## src/rtl/cp0_except_unit.sv

```systemverilog
// CP0 register file plus exception detection/commit for the MEM stage.
// Combinational exception code, single-edge commit; a stalled pipeline holds the code without committing.
module cp0_except_unit #(
  parameter logic [31:0] PRID = 32'h0000_4220
) (
  input  logic        clk,
  input  logic        reset,
  input  logic        cp0_we,
  input  logic [4:0]  cp0_waddr,
  input  logic [31:0] cp0_wdata,
  input  logic [4:0]  cp0_raddr,
  output logic [31:0] cp0_rdata,
  input  logic [5:0]  int_i,
  input  logic        mem_valid,
  input  logic [31:0] mem_pc,
  input  logic        mem_in_delayslot,
  input  logic        mem_syscall,
  input  logic        mem_ri,
  input  logic        mem_ov,
  input  logic        mem_trap,
  input  logic        mem_eret,
  input  logic        mem_stall,
  output logic [31:0] mem_excepttype,
  output logic [31:0] epc_o,
  output logic [31:0] status_o,
  output logic [31:0] cause_o,
  output logic        timer_int_o
);

  localparam logic [4:0] A_BADVADDR = 5'd8;
  localparam logic [4:0] A_COUNT    = 5'd9;
  localparam logic [4:0] A_COMPARE  = 5'd11;
  localparam logic [4:0] A_STATUS   = 5'd12;
  localparam logic [4:0] A_CAUSE    = 5'd13;
  localparam logic [4:0] A_EPC      = 5'd14;
  localparam logic [4:0] A_PRID     = 5'd15;

  logic [31:0] count;
  logic        cnt_tog;
  logic [31:0] compare;
  logic [7:0]  im;
  logic        exl;
  logic        ie;
  logic        bd;
  logic [7:0]  ip;
  logic [4:0]  exccode;
  logic [31:0] epc;
  logic        timer_int;

  logic wr_count, wr_compare, wr_status, wr_cause, wr_epc;
  assign wr_count   = cp0_we && (cp0_waddr == A_COUNT);
  assign wr_compare = cp0_we && (cp0_waddr == A_COMPARE);
  assign wr_status  = cp0_we && (cp0_waddr == A_STATUS);
  assign wr_cause   = cp0_we && (cp0_waddr == A_CAUSE);
  assign wr_epc     = cp0_we && (cp0_waddr == A_EPC);

  logic [31:0] status_reg, cause_reg, status_wv, cause_wv;
  assign status_reg = {16'b0, im, 6'b0, exl, ie};
  assign cause_reg  = {bd, 15'b0, ip, 1'b0, exccode, 2'b0};
  // Values the register would hold after the pending MTC0, for read bypass.
  assign status_wv  = cp0_wdata & 32'h0000_FF03;
  assign cause_wv   = {cause_reg[31:10], cp0_wdata[9:8], cause_reg[7:0]};

  assign status_o    = status_reg;
  assign cause_o     = cause_reg;
  assign timer_int_o = timer_int;
  assign epc_o       = wr_epc ? cp0_wdata : epc;

  logic bypass;
  assign bypass = cp0_we && (cp0_waddr == cp0_raddr);

  always_comb begin
    cp0_rdata = 32'b0;
    case (cp0_raddr)
      A_BADVADDR: cp0_rdata = 32'b0;
      A_COUNT:    cp0_rdata = bypass ? cp0_wdata : count;
      A_COMPARE:  cp0_rdata = bypass ? cp0_wdata : compare;
      A_STATUS:   cp0_rdata = bypass ? status_wv : status_reg;
      A_CAUSE:    cp0_rdata = bypass ? cause_wv  : cause_reg;
      A_EPC:      cp0_rdata = bypass ? cp0_wdata : epc;
      A_PRID:     cp0_rdata = PRID;
      default:    cp0_rdata = 32'b0;
    endcase
  end

  logic [7:0] pending;
  logic       int_req;
  logic [3:0] int_code;
  logic [4:0] commit_code;
  assign pending = ip & im;
  assign int_req = ie && !exl && (pending != 8'b0);

  always_comb begin
    int_code       = 4'd0;
    mem_excepttype = 32'b0;
    commit_code    = 5'd0;
    // Downward scan so the lowest set pending bit wins.
    for (int i = 7; i >= 0; i--) begin
      if (pending[i]) int_code = 4'(i + 1);
    end
    if (reset || !mem_valid) begin
      mem_excepttype = 32'b0;
    end else if (int_req) begin
      mem_excepttype = {28'b0, int_code};
      commit_code    = 5'd0;
    end else if (mem_ri) begin
      mem_excepttype = 32'h0000_000a;
      commit_code    = 5'd10;
    end else if (mem_ov) begin
      mem_excepttype = 32'h0000_000b;
      commit_code    = 5'd12;
    end else if (mem_syscall) begin
      mem_excepttype = 32'h0000_0009;
      commit_code    = 5'd8;
    end else if (mem_trap) begin
      mem_excepttype = 32'h0000_000c;
      commit_code    = 5'd13;
    end else if (mem_eret) begin
      mem_excepttype = 32'h0000_000d;
    end
  end

  logic commit, commit_eret;
  assign commit      = (mem_excepttype != 32'b0) && !mem_stall;
  assign commit_eret = (mem_excepttype == 32'h0000_000d);

  always_ff @(posedge clk) begin
    if (reset) begin
      count     <= 32'b0;
      cnt_tog   <= 1'b0;
      compare   <= 32'b0;
      im        <= 8'b0;
      exl       <= 1'b0;
      ie        <= 1'b0;
      bd        <= 1'b0;
      ip        <= 8'b0;
      exccode   <= 5'b0;
      epc       <= 32'b0;
      timer_int <= 1'b0;
    end else begin
      cnt_tog <= ~cnt_tog;
      if (cnt_tog) count <= count + 32'd1;
      if (wr_count) begin
        count   <= cp0_wdata;
        cnt_tog <= 1'b0;
      end

      if ((count == compare) && (compare != 32'b0)) timer_int <= 1'b1;
      if (wr_compare) begin
        compare   <= cp0_wdata;
        timer_int <= 1'b0;
      end

      ip[7:2] <= {int_i[5] | timer_int, int_i[4:0]};
      if (wr_cause) ip[1:0] <= cp0_wdata[9:8];

      if (wr_status) begin
        im  <= cp0_wdata[15:8];
        exl <= cp0_wdata[1];
        ie  <= cp0_wdata[0];
      end
      if (wr_epc) epc <= cp0_wdata;

      // Commit assignments come last so they override a same-cycle MTC0.
      if (commit) begin
        if (commit_eret) begin
          exl <= 1'b0;
        end else begin
          exl     <= 1'b1;
          epc     <= mem_in_delayslot ? (mem_pc - 32'd4) : mem_pc;
          bd      <= mem_in_delayslot;
          exccode <= commit_code;
        end
      end
    end
  end

endmodule

```

## config.mk

```make
export PLATFORM = sky130hd
export DESIGN_NAME = cp0_except_unit
export DESIGN_NICKNAME = d
export VERILOG_FILES = /design/src/rtl/cp0_except_unit.sv
export SDC_FILE = /design/constraint.sdc
export NUM_CORES = 1
export LEC_CHECK = 0
export ABC_AREA = 1
export BUFFER_PORTS_ARGS = -buffer_cell sky130_fd_sc_hd__buf_2
export CORE_ASPECT_RATIO = 1.25
export CORE_MARGIN = 2
export CORE_UTILIZATION = 25
export CTS_CLUSTER_DIAMETER = 30
export DETAILED_ROUTE_END_ITERATION = 8
export GPL_TIMING_DRIVEN = 0
export PLACE_DENSITY = 0.45
export SETUP_SLACK_MARGIN = 0.5
export SYNTH_ARGS = -nofsm -noshare
export SYNTH_HDL_FRONTEND = slang
export SYNTH_SLANG_ARGS = --single-unit
```

## constraint.sdc

```tcl
create_clock -name clk -period 2.81 [get_ports clk]
set_input_delay 0.4215 -clock clk [delete_from_list [all_inputs] [get_ports clk]]
set_output_delay 0.4215 -clock clk [all_outputs]
set_load 0.005 [all_outputs]
```

==> impl_results.md <==
* Worst hold path class: input pin to register
* Buffer depth of the longest clock path at 2
* Final setup viols at 0
* Skew-Pair Late Insertion Delay at 0.43 ns
* RSZ-0062 raised after global routing: true
* NumNets Final at 1868
* CP startpoint kind: input pin
* Die Footprint at 38530 um2
* FP Rows at 78
* Die Y-Extent at 219.0 um
* Clock net sink count at 121
* Max Cap Violations at 0
* Total GRT Usage at 23.08%
* Largest net degree at the start of global routing at 17
* Worst relative slew slack at 47.50%
* CTS tree: yes
* CORE AREA at 36400 um2
* CTS root buffer: clkbuf_16
* Hold path endpoint: ip[4]$_SDFF_PP0_
* Count leader, synth: nand2_1
* Vias in the first global route at 10474
* Leakage dissipation at 6.196 nW
* Fin crit share at 86.97%
* Post-CTS Hold Fix Bufs at 0
* Drc violations at 0
* Filler cells at 4003
* Worst EP arrival at 2.02 ns
* Setup ws final at 0.3661 ns
* Hold path cells at 3
* Mapped cell area at 9241 um2
* Diodes inserted at 0
* Pre-CTS WS at -0.6063 ns
* Placed Cells at 2203
* Synth area leaders: dfxtp_1 (26%), nand2_1 (13%), nor2_1 (7.3%)
* Cell count after synthesis at 1475
* Post-synthesis cell type count at 50
* Slew @ Worst Pin at 0.7875 ns
* Final Wtd Congestion at 0.9465
* Antenna violations before repair at 0
* Min-Delay Startpoint: int_i[2]
* VDD IR max at 0.0004111 V
* Ys Warns at 0
* Top post-synthesis cells by count: nand2_1 (328), nor2_1 (180), inv_1 (157)
* First-pass GRT wire length at 65.42 mm
* R2R Path Start: im[6]$_SDFFE_PP0P_
* PortBufs at 180
* Initial cell density of the core at 25.39%
* Mean post-synth cell area at 6.265 um2
* Required @ worst endpoint at 2.39 ns
* Post-synth EDFFs at 0
* FF-to-FF End: exccode[3]$_SDFFE_PP0P_
* 1st-pass router iterations at 5
* Worst reg2reg path depth at 14
* Crit path kind: input pin to primary output
* WHS at 0.1886 ns
* Tmin final at 2.444 ns
* 1st-iter DRT viols at 880
* Fin. Hold Viols at 0
* Non-Filler Instances at 2268
* Cell Area, Placed at 11000 um2
* Via/cell ratio at 4.773
* Post-synth ARST share at 0%
* Primary FF master, synth: dfxtp_1
* Worst-path clk slew at 0.06 ns
* Vias at 10826
* Cell Pwr Density at 394.5 nW/um2
* Fin area at 12800 um2
* CTS buffer count at 17
* Synth area leader: dfxtp_1
* Routed Antenna Nets at 0
* Layout Skew at 0.006233 ns
* Status: complete, no violations
* H-Tree Depth at 4
* Number of synthesized register bits at 121
* Top cell type's share of synthesized area at 26.21%
* P&R area growth vs syn at 38.46%
* Final wirelength at 45.44 mm
* Layout cells sized above 1 at 27.80%
* Placed wire-length estimate at 36.75 mm
* FMAX at 409.2 MHz
* CP endpoint kind: primary output
* Max-slew violation total from the final report at 0
* WL/cell at 20.03 um
* Crit-path max FO at 6
* Die W at 176.0 um
* Seq/Total Area, Yosys at 26.21%
* Setup slack, reg-to-reg at 0.65 ns
* Total gr overflow at 0
* I/O pin count at 252
-- cell families (layout without fill, tap and decap cells) --
family	Yosys count	in the layout	share of synthesized area [%]
and+or+nand+nor	676	676	31.72
xor gates and xnor gates	82	82	7.771
buffers and inverters	311	556	16.37
DFF	121	121	26.21
AOI/OAI and AO/OA	280	280	17.37
adders and majority gates	2	2	0.2707
other	1	69	0.04058
muxes	2	2	0.2437
-- repair_timing --
item | in CTS | in global routing
gates resized for setup | 172 | 86
endpoints found under the setup margin | 64 | 101
endpoints found under the hold margin | 0 | 0
cloned | 1 | 4
buffers inserted | 18 | 10
pin swaps | 25 | 25
-- worst max-delay path, stage by stage --
cell	delay, ns
buf_8	0.10
clkinvlp_4	0.09
o22ai_1	0.09
nor2_2	0.15
nand3_4	0.22
inv_4	0.16
buf_8	0.15
o21ai_4	0.10
a311oi_2	0.36
buf_2	0.18
-- sequential cells by signal (all words and copies together), names as in the netlist --
signal       cells
bd               1
cnt_tog          1
compare         32
count           32
epc             32
exccode          4
exl              1
ie               1
im               8
ip               8
timer_int_o      1
-- worst max-delay path by stage --
stage | start | to | slack (ns)
floorplan | cp0_waddr[1] | cp0_rdata[16] | 0.73
global placement | cp0_raddr[4] | cp0_rdata[7] | -0.64
detailed placement | cp0_raddr[4] | cp0_rdata[7] | -0.61
CTS | cp0_raddr[0] | cp0_rdata[5] | 0.41
global route | cp0_raddr[0] | cp0_rdata[25] | 0.33
finish | cp0_raddr[0] | cp0_rdata[25] | 0.37
-- area by class of cell --
| type | count | area, um2 | share of cell area, % |
|---|---|---|---|
| Multi-Input combinational cell | 1111 | 6131 | 47.91 |
| Buffer | 141 | 1087 | 8.497 |
| Timing Repair inverter | 1 | 16.27 | 0.1271 |
| Tap cell | 480 | 600.6 | 4.693 |
| Clock buffer | 22 | 464.2 | 3.628 |
| Sequential cell | 121 | 2425 | 18.95 |
| Timing Repair Buffer | 212 | 1282 | 10.02 |
| Inverter | 170 | 689.4 | 5.388 |
| Clock inverter | 10 | 100.1 | 0.7822 |
-- cell usage in the layout, fill, tap and decap left out, types with 8 or more instances in the layout --
cell type  instances
o21ai_2           23
o21ai_1           15
nand2_2           13
nor2_2            28
buf_6             14
o211ai_1           8
o21ai_0           80
a31oi_1           14
dfxtp_1          119
clkbuf_16         22
nor2_1           171
inv_2              8
clkbuf_1          33
buf_4            102
conb_1            69
clkinv_2           8
a21oi_1           72
nor3_1            15
buf_2            184
a22oi_1           12
xnor2_1           13
nand2_1          318
nor4_1            18
inv_1            153
nand3_1           58
nand4_1           25
o22ai_1           11
xor2_1            68
-- layer usage --
metal	wire length [um]	vias up	track usage, %
li1	-	5263	-
met1	18210	5060	26.78
met2	23340	419	42.15
met3	1996	84	2.963
met4	1886	0	10.25
met5	0	-	0
-- metrics by stage --
| stage | setup TNS, ns | power, mW | util, % |
|---|---|---|---|
| floorplan | 0 | 2.371 | - |
| global placement | -7.568 | 2.764 | 30.21 |
| detailed placement | -7.415 | 2.766 | 30.21 |
| CTS | 0 | 5.014 | 33.95 |
| global route | 0 | 5.232 | 35.15 |
| finish | 0 | 5.049 | 35.15 |
-- where the power goes --
group	total, mW	leakage [nW]	internal, mW	switching (mW)
combinational	1.01	4.92	0.391	0.614
clock	2.19	0.287	1.34	0.852
sequential	1.85	0.986	1.79	0.0665
total	5.05	6.20	3.52	1.53
(Power assumes the default switching activity.)
